### src/rtl/ctrl_pkg.sv
// Shared opcode codes, sequencer state encoding and strobe decode for ctrl_fsm_ws.
// The IRQ_ENTRY state only exists when CTRL_IRQ_EN is defined.
package ctrl_pkg;

    localparam logic [3:0] OP_HLT  = 4'h0;
    localparam logic [3:0] OP_SKZ  = 4'h1;
    localparam logic [3:0] OP_ADD  = 4'h2;
    localparam logic [3:0] OP_SUB  = 4'h3;
    localparam logic [3:0] OP_MUL  = 4'h4;
    localparam logic [3:0] OP_OR   = 4'h5;
    localparam logic [3:0] OP_AND  = 4'h6;
    localparam logic [3:0] OP_XOR  = 4'h7;
    localparam logic [3:0] OP_NOT  = 4'h8;
    localparam logic [3:0] OP_STO  = 4'h9;
    localparam logic [3:0] OP_LDA  = 4'hA;
    localparam logic [3:0] OP_RL   = 4'hB;
    localparam logic [3:0] OP_RR   = 4'hC;
    localparam logic [3:0] OP_JMP  = 4'hD;
    localparam logic [3:0] OP_POP  = 4'hE;
    localparam logic [3:0] OP_PUSH = 4'hF;

    typedef enum logic [3:0] {
        ST_IDLE      = 4'd0,
        ST_FETCH     = 4'd1,
        ST_LATCH_IR  = 4'd2,
        ST_DECODE    = 4'd3,
        ST_OPERAND   = 4'd4,
        ST_EXEC      = 4'd5,
        ST_STORE     = 4'd6,
        ST_JUMP      = 4'd7,
        ST_SKIP      = 4'd8,
        ST_HALTED    = 4'd9,
        ST_ERROR     = 4'd10
`ifdef CTRL_IRQ_EN
        , ST_IRQ_ENTRY = 4'd11
`endif
    } state_e;

    typedef struct packed {
        logic inc_pc;
        logic load_acc;
        logic load_pc;
        logic rd;
        logic wr;
        logic load_ir;
        logic datactl_ena;
        logic halt;
        logic bus_err;
        logic irq_ack;
        logic busy;
    } strobes_t;

    function automatic logic is_alu_class(input logic [3:0] op);
        case (op)
            OP_ADD, OP_SUB, OP_MUL, OP_OR, OP_AND, OP_XOR, OP_NOT,
            OP_LDA, OP_RL, OP_RR, OP_POP, OP_PUSH: return 1'b1;
            default:                               return 1'b0;
        endcase
    endfunction

    // Strobe set that is valid for the whole time the sequencer sits in s.
    function automatic strobes_t strobes_for(input state_e s);
        strobes_t o;
        o = '0;
        case (s)
            ST_FETCH:    begin o.rd = 1'b1; o.busy = 1'b1; end
            ST_LATCH_IR: begin o.rd = 1'b1; o.load_ir = 1'b1; o.inc_pc = 1'b1; o.busy = 1'b1; end
            ST_DECODE:   o.busy = 1'b1;
            ST_OPERAND:  begin o.rd = 1'b1; o.busy = 1'b1; end
            ST_EXEC:     begin o.rd = 1'b1; o.load_acc = 1'b1; o.busy = 1'b1; end
            ST_STORE:    begin o.wr = 1'b1; o.datactl_ena = 1'b1; o.busy = 1'b1; end
            ST_JUMP:     begin o.load_pc = 1'b1; o.busy = 1'b1; end
            ST_SKIP:     begin o.inc_pc = 1'b1; o.busy = 1'b1; end
            ST_HALTED:   o.halt = 1'b1;
            ST_ERROR:    begin o.halt = 1'b1; o.bus_err = 1'b1; end
`ifdef CTRL_IRQ_EN
            ST_IRQ_ENTRY: begin o.load_pc = 1'b1; o.irq_ack = 1'b1; o.busy = 1'b1; end
`endif
            default:     o = '0;
        endcase
        return o;
    endfunction

endpackage

### src/rtl/ctrl_fsm_ws_if.sv
// Handshake and strobe bundle between the control sequencer (master) and the datapath (slave).
interface ctrl_fsm_ws_if #(
    parameter int OPCODE_W = 4
);
    logic                ena;
    logic                zero;
    logic [OPCODE_W-1:0] opcode;
    logic                mem_ready;
    logic                irq;

    logic inc_pc;
    logic load_acc;
    logic load_pc;
    logic rd;
    logic wr;
    logic load_ir;
    logic datactl_ena;
    logic halt;
    logic bus_err;
    logic irq_ack;
    logic busy;

    modport master (
        input  ena, zero, opcode, mem_ready, irq,
        output inc_pc, load_acc, load_pc, rd, wr, load_ir, datactl_ena,
               halt, bus_err, irq_ack, busy
    );

    modport slave (
        output ena, zero, opcode, mem_ready, irq,
        input  inc_pc, load_acc, load_pc, rd, wr, load_ir, datactl_ena,
               halt, bus_err, irq_ack, busy
    );
endinterface

### src/rtl/ctrl_wait_timer.sv
// Consecutive wait-cycle counter for memory phases; expired flags a bus timeout.
// TIMEOUT of 0 removes the counter and never expires.
module ctrl_wait_timer #(
    parameter int TIMEOUT = 15
) (
    input  logic clk,
    input  logic rst,
    input  logic clr,
    input  logic cnt_en,
    input  logic ready,
    output logic expired
);

    localparam int CNT_W = (TIMEOUT < 2) ? 1 : $clog2(TIMEOUT + 1);

    generate
        if (TIMEOUT == 0) begin : g_off
            logic unused_inputs;
            assign unused_inputs = ^{clk, rst, clr, cnt_en, ready};
            assign expired       = 1'b0;
        end else begin : g_on
            logic [CNT_W-1:0] count_q;
            logic [CNT_W-1:0] count_d;

            always_comb begin
                count_d = count_q;
                if (clr) begin
                    count_d = '0;
                end else if (cnt_en && !ready && (count_q != CNT_W'(TIMEOUT))) begin
                    count_d = count_q + 1'b1;
                end
            end

            always_ff @(negedge clk or posedge rst) begin
                if (rst) begin
                    count_q <= '0;
                end else begin
                    count_q <= count_d;
                end
            end

            assign expired = cnt_en && !ready && (count_q == CNT_W'(TIMEOUT));
        end
    endgenerate

endmodule

### src/rtl/ctrl_fsm_ws.sv
// Multi-cycle control sequencer with memory wait handshake, bus timeout and sticky halt/error.
// Define CTRL_IRQ_EN to add interrupt entry at instruction boundaries.
module ctrl_fsm_ws
    import ctrl_pkg::*;
#(
    parameter int OPCODE_W = 4,
    parameter int TIMEOUT  = 15
) (
    input  logic          clk,
    input  logic          rst,
    ctrl_fsm_ws_if.master bus
);

    state_e   state_q;
    state_e   state_d;
    state_e   fetch_next;
    strobes_t out_q;
    strobes_t out_d;
    logic     [3:0] op_base;
    logic     op_wide;
    logic     timer_clr;
    logic     timer_en;
    logic     expired;

    assign op_base = bus.opcode[3:0];

    // Any opcode with bits set above the base nibble is treated as a no-op.
    generate
        if (OPCODE_W > 4) begin : g_wide
            assign op_wide = |bus.opcode[OPCODE_W-1:4];
        end else begin : g_narrow
            assign op_wide = 1'b0;
        end
    endgenerate

    assign timer_clr = (state_d != state_q);
    assign timer_en  = (state_q == ST_FETCH) || (state_q == ST_OPERAND) || (state_q == ST_STORE);

    ctrl_wait_timer #(
        .TIMEOUT (TIMEOUT)
    ) u_wait_timer (
        .clk     (clk),
        .rst     (rst),
        .clr     (timer_clr),
        .cnt_en  (timer_en),
        .ready   (bus.mem_ready),
        .expired (expired)
    );

`ifdef CTRL_IRQ_EN
    assign fetch_next = bus.irq ? ST_IRQ_ENTRY : ST_FETCH;
`else
    logic unused_irq;
    assign unused_irq = bus.irq;
    assign fetch_next = ST_FETCH;
`endif

    always_comb begin
        state_d = state_q;
        if (!bus.ena) begin
            state_d = ST_IDLE;
        end else begin
            case (state_q)
                ST_IDLE:     state_d = ST_FETCH;
                ST_FETCH: begin
                    if (bus.mem_ready)  state_d = ST_LATCH_IR;
                    else if (expired)   state_d = ST_ERROR;
                end
                ST_LATCH_IR: state_d = ST_DECODE;
                ST_DECODE: begin
                    if (op_wide) begin
                        state_d = fetch_next;
                    end else begin
                        case (op_base)
                            OP_HLT:  state_d = ST_HALTED;
                            OP_SKZ:  state_d = bus.zero ? ST_SKIP : fetch_next;
                            OP_JMP:  state_d = ST_JUMP;
                            OP_STO:  state_d = ST_STORE;
                            default: state_d = is_alu_class(op_base) ? ST_OPERAND : fetch_next;
                        endcase
                    end
                end
                ST_OPERAND: begin
                    if (bus.mem_ready)  state_d = ST_EXEC;
                    else if (expired)   state_d = ST_ERROR;
                end
                ST_EXEC:     state_d = fetch_next;
                ST_STORE: begin
                    if (bus.mem_ready)  state_d = fetch_next;
                    else if (expired)   state_d = ST_ERROR;
                end
                ST_JUMP:     state_d = fetch_next;
                ST_SKIP:     state_d = fetch_next;
                ST_HALTED:   state_d = ST_HALTED;
                ST_ERROR:    state_d = ST_ERROR;
`ifdef CTRL_IRQ_EN
                ST_IRQ_ENTRY: state_d = ST_FETCH;
`endif
                default:     state_d = ST_IDLE;
            endcase
        end
    end

    // Strobes are registered from the next state so they line up with the state they belong to.
    assign out_d = strobes_for(state_d);

    always_ff @(negedge clk or posedge rst) begin
        if (rst) begin
            state_q <= ST_IDLE;
            out_q   <= '0;
        end else begin
            state_q <= state_d;
            out_q   <= out_d;
        end
    end

    assign bus.inc_pc      = out_q.inc_pc;
    assign bus.load_acc    = out_q.load_acc;
    assign bus.load_pc     = out_q.load_pc;
    assign bus.rd          = out_q.rd;
    assign bus.wr          = out_q.wr;
    assign bus.load_ir     = out_q.load_ir;
    assign bus.datactl_ena = out_q.datactl_ena;
    assign bus.halt        = out_q.halt;
    assign bus.bus_err     = out_q.bus_err;
    assign bus.irq_ack     = out_q.irq_ack;
    assign bus.busy        = out_q.busy;

endmodule

### src/flat_wrapper.sv
// flat-port wrapper written by rule: the top's interface ports become plain ports
module ctrl_fsm_ws_flat import ctrl_pkg::*;
#(
    parameter int OPCODE_W = 4,
    parameter int TIMEOUT  = 15
)
  (clk, rst, bus_ena, bus_zero, bus_opcode, bus_mem_ready, bus_irq, bus_inc_pc, bus_load_acc, bus_load_pc, bus_rd, bus_wr, bus_load_ir, bus_datactl_ena, bus_halt, bus_bus_err, bus_irq_ack, bus_busy);
  ctrl_fsm_ws_if #(.OPCODE_W(OPCODE_W)) bus_i ();
  input  logic clk;
  input  logic rst;
  input wire logic [$bits(bus_i.ena)-1:0] bus_ena;
  input wire logic [$bits(bus_i.zero)-1:0] bus_zero;
  input wire logic [$bits(bus_i.opcode)-1:0] bus_opcode;
  input wire logic [$bits(bus_i.mem_ready)-1:0] bus_mem_ready;
  input wire logic [$bits(bus_i.irq)-1:0] bus_irq;
  output wire logic [$bits(bus_i.inc_pc)-1:0] bus_inc_pc;
  output wire logic [$bits(bus_i.load_acc)-1:0] bus_load_acc;
  output wire logic [$bits(bus_i.load_pc)-1:0] bus_load_pc;
  output wire logic [$bits(bus_i.rd)-1:0] bus_rd;
  output wire logic [$bits(bus_i.wr)-1:0] bus_wr;
  output wire logic [$bits(bus_i.load_ir)-1:0] bus_load_ir;
  output wire logic [$bits(bus_i.datactl_ena)-1:0] bus_datactl_ena;
  output wire logic [$bits(bus_i.halt)-1:0] bus_halt;
  output wire logic [$bits(bus_i.bus_err)-1:0] bus_bus_err;
  output wire logic [$bits(bus_i.irq_ack)-1:0] bus_irq_ack;
  output wire logic [$bits(bus_i.busy)-1:0] bus_busy;
  assign bus_i.ena = bus_ena;
  assign bus_i.zero = bus_zero;
  assign bus_i.opcode = bus_opcode;
  assign bus_i.mem_ready = bus_mem_ready;
  assign bus_i.irq = bus_irq;
  assign bus_inc_pc = bus_i.inc_pc;
  assign bus_load_acc = bus_i.load_acc;
  assign bus_load_pc = bus_i.load_pc;
  assign bus_rd = bus_i.rd;
  assign bus_wr = bus_i.wr;
  assign bus_load_ir = bus_i.load_ir;
  assign bus_datactl_ena = bus_i.datactl_ena;
  assign bus_halt = bus_i.halt;
  assign bus_bus_err = bus_i.bus_err;
  assign bus_irq_ack = bus_i.irq_ack;
  assign bus_busy = bus_i.busy;
  ctrl_fsm_ws #(.OPCODE_W(OPCODE_W), .TIMEOUT(TIMEOUT)) u_core (.clk(clk), .rst(rst), .bus(bus_i));
endmodule
### config.mk
export PLATFORM = sky130hd
export DESIGN_NAME = ctrl_fsm_ws_flat
export DESIGN_NICKNAME = d
export VERILOG_FILES = /design/src/rtl/ctrl_pkg.sv /design/src/rtl/ctrl_fsm_ws_if.sv /design/src/rtl/ctrl_wait_timer.sv /design/src/rtl/ctrl_fsm_ws.sv /design/src/flat_wrapper.sv
export SDC_FILE = /design/constraint.sdc
export NUM_CORES = 1
export LEC_CHECK = 0
export CAP_MARGIN = 20
export CORE_MARGIN = 3
export CORE_UTILIZATION = 50
export CTS_BUF_LIST = sky130_fd_sc_hd__clkbuf_16
export DETAILED_ROUTE_END_ITERATION = 16
export PLACE_DENSITY_LB_ADDON = 0.3
export SYNTH_ARGS = -nofsm -noshare
export SYNTH_HDL_FRONTEND = slang
export SYNTH_HIERARCHICAL = 1
export SYNTH_SLANG_ARGS = --single-unit
### constraint.sdc
create_clock -name clk -period 3.3 [get_ports clk]
set_clock_uncertainty 0.1 [all_clocks]
set_input_delay 0.66 -clock clk [delete_from_list [all_inputs] [get_ports clk]]
set_output_delay 0.66 -clock clk [all_outputs]
set_load 0.02 [all_outputs]
==> run_results.csv, run 1 <==
group,metric,value,unit
floorplanning,die_area,2840,sq um
critical_path,startpoint_type,"input pin",
status,outcome,"complete, but fails checks",
floorplanning,start_util,0.547,
global_routing,grtUsageTotal,0.304,
power,total_power,684,uW
global_routing,grt_first_pass_wirelength,6.02,mm
critical_path,critical_path_required,1.67,ns
layout,layout_common_cells,"buf_4, dfrtn_1, buf_6, buf_2",
placement,place_inst,177,
cts,path_clk_slew,0.04,ns
cts,cts_made_buffers,3,
sta,rsz0062_at_grt,"true",
synthesis,synthAdderAreaFrac,0.0112,
power,leakagePower,0.805,nW
sta,final-setup-viol-count,16,
sta,tightest_slew,0.717,ns
layout,diodes,0,
synthesis,synth_ff_type,"dfrtn_1",
critical_path,crit_path_top_delay_cell,"nor4bb_1",
critical_path,critPathMaxStageDelay,0.60,ns
routing,ant_nets,0,
layout,layout.cells.non_filler,188,
sta,final-hold-violation-count,0,
critical_path,crit_buf_inv,3,
flow_run,max_cap_violations,0,
sta,worst_slack,-0.821,ns
placement,dpl-instance-area,1500,sq um
routing,vias,1251,
cts,cts_buffer_depth,2,
power,clkPwrFrac,0.358,
floorplanning,io-pin-count,21,
synthesis,synth_area,1120,sq um
power,ir_worst_vdd,0.367,mV
placement,hpwl,2.12,mm
power,p_int,485,uW
synthesis,synth_compound_area_frac,0.164,
layout,final_common_cell,"buf_4",
routing,wl,4.40,mm
synthesis,async_flop_share,1.00,
global_routing,grt_max_degree,14,
critical_path,criticalPathCategory,"input pin to flip-flop",
routing,wire_per_inst,23.4,um
cts,cts_sinks,17,
routing,vias_per_cell,6.65,
routing,initialDrtViolationCount,56,
layout,design_area,1830,sq um
cts,root_buffer,"clkbuf_16",
sta,maxSlewViolCount,0,
critical_path,end_kind,"flip-flop",
synthesis,synth-simple-area-share,0.288,
synthesis,synth_top_family_by_area,"simple AND/OR/NAND/NOR gates",
global_routing,antenna_found_initial,0,
critical_path,arrival,2.49,ns
critical_path,path_max_fanout,9,
synthesis,synth_warnings,6,
cts,cts.htree.levels,1,
global_routing,grt_overflow,0,
cts,cts_tree,"done",
floorplanning,die_x,53.2,um
floorplanning,fp.dieH,53.2,um
layout,drive_gt1_frac,0.540,
synthesis,synth_xor_area_frac,0.0392,
synthesis,synthCells,115,
power,p_switching,198,uW
power,switching_share,0.290,
synthesis,synth_seq_area_share,0.381,
layout,top_regs,"u_core/state_q x4, u_core/u_wait_timer/g_on.count_q x4",
critical_path,path_cells,"buf_6 > buf_4 > nor4bb_1 > nor4_4 > o22ai_2 > xnor2_1 > nand4_1 > buf_4 > nor2b_1 > mux2_4",
placement,port_buffers,18,
routing,drc,0,
synthesis,synth_cell_types,45,
synthesis,synth_edf_count,0,
critical_path,crit_top_cell,"buf_4",
critical_path,crit_family,"simple AND/OR/NAND/NOR gates",
hold_path,hold_path.class,"flip-flop to flip-flop",
synthesis,muxShareOfSynthArea,0.0516,
layout,fill_cells,87,
floorplanning,rows,16,
sta,slew_headroom,0.516,
synthesis,synth_area_per_cell,9.70,sq um
power,p_comb_frac,0.312,
cts,ctsHoldBuffers,0,
routing,dr.pass1.iters,4,
floorplanning,core_region_area,2040,sq um
status,violations,"setup timing",
synthesis,syn-num-nets,126,
layout,syn_to_final_growth,63.8,%
cts,clock_latency,0.28,ns
synthesis,ys_ff_latch,17,
global_routing,grt_pass1_vias,1248,
placement,gp_congestion,0.868,
power,powerDensity,374,nW/um^2
placement,dp_slack,-1.33,ns
power,power_frac_seq,0.329,
layout,finalNetCount,173,
==> power groups by stage <==
stage	combinational (mW)	sequential [mW]	clock [mW]
after global routing	0.221	0.225	0.254
final	0.214	0.225	0.245
after detailed placement	0.146	0.227	0
after floorplan	0.0880	0.230	0
after global placement	0.139	0.226	0
after CTS	0.185	0.224	0.242
==> cells in the mapped netlist, types with 2 or more instances <==
cell	instances	share of area
dfrtn_1	17	0.38
nor2_1	8	0.027
nand2b_1	7	0.039
nor3_1	6	0.027
inv_1	5	0.017
nand2_1	5	0.017
a211oi_1	4	0.027
a21oi_1	4	0.018
nor4bb_1	4	0.036
o21a_1	4	0.027
buf_4	3	0.020
nor4_1	3	0.017
xnor2_1	3	0.024
buf_6	2	0.020
mux2i_1	2	0.018
nand3_1	2	0.0090
nand4_1	2	0.011
nor2b_1	2	0.011
o21ai_0	2	0.0090
o22ai_1	2	0.011
or3_4	2	0.020
or3b_2	2	0.016
xor2_1	2	0.016
==> metal layers <==
metal / GRT usage / vias up / share of wire
met2: 0.584 / 80 / 0.52
li1: - / 517 / -
met5: 0 / - / 0
met4: 0.162 / 0 / 0.047
met1: 0.306 / 629 / 0.36
met3: 0.0451 / 25 / 0.071
==> through the flow <==
stage,setup TNS (ns),hold slack [ns],utilization
6_report,-9.20,0.454,0.895
5_1_grt,-9.53,0.475,0.895
4_1_cts,-7.27,0.458,0.861
3_5_place_dp,-18.86,0.459,0.735
3_3_place_gp,-17.60,0.452,0.735
2_1_floorplan,-6.00,0.405,-
==> path summary, 6_finish.rpt <==
kind	startpoint	endpoint	slack [ns]	depth (start not counted)
min in group asynchronous	rst	u_core/u_wait_timer/g_on.count_q[0]$_DFFE_NP0P_	2.04	2
setup / recovery	bus_mem_ready	u_core/u_wait_timer/g_on.count_q[0]$_DFFE_NP0P_	-0.82	10
hold reg to reg	u_core/u_wait_timer/g_on.count_q[3]$_DFFE_NP0P_	u_core/u_wait_timer/g_on.count_q[3]$_DFFE_NP0P_	0.45	1
max in group asynchronous	rst	u_core/bus.rd$_DFF_NP0_	0.74	3
hold / removal	u_core/u_wait_timer/g_on.count_q[3]$_DFFE_NP0P_	u_core/u_wait_timer/g_on.count_q[3]$_DFFE_NP0P_	0.45	1
setup reg to reg	u_core/state_q[0]$_DFF_NP0_	u_core/u_wait_timer/g_on.count_q[0]$_DFFE_NP0P_	0.15	13
==> what timing repair did <==
item	in CTS	in global routing
pin swaps	18	13
endpoints found under the setup margin	27	17
resized for setup	91	16
setup buffers	11	4
==> worst register-to-register path: stages, from the launching register on <==
cell and delay, ns:
dfrtn_1 0.43, or3b_2 0.50, a21oi_1 0.27, nand3b_1 0.19, nor2_4 0.19, buf_6 0.11, nor4bb_4 0.26, nor4_4 0.07
o22ai_2 0.18, xnor2_1 0.09, nand4_1 0.11, buf_4 0.15, nor2b_1 0.06, mux2_4 0.28
==> cell type report <==
class                           instances  area, sq um  area share
Inverter                                5         21.3      0.0116
Multi-Input combinational cell         87          877       0.480
Tap cell                               27         33.8      0.0185
Clock buffer                            3         75.1      0.0411
Timing Repair Buffer                   48          392       0.214
Clock inverter                          1         3.75     0.00205
Sequential cell                        17          425       0.233
==> cells by family after synthesis <==
kind of cell / after synthesis
adder cells (fa/ha/maj): 1
buffers and inverters: 11
flip-flops: 17
multiplexers: 5
other: 1
AND/OR/NAND/NOR: 51
AO/OA/AOI/OAI: 24
XOR/XNOR: 5
(Power assumes the default switching activity.)
==> run 2: changes to the inputs <==
- SLEW_MARGIN: default -> 20
==> results of run 2 <==
The final DEF is identical to that of run 1; final timing and power are the same.
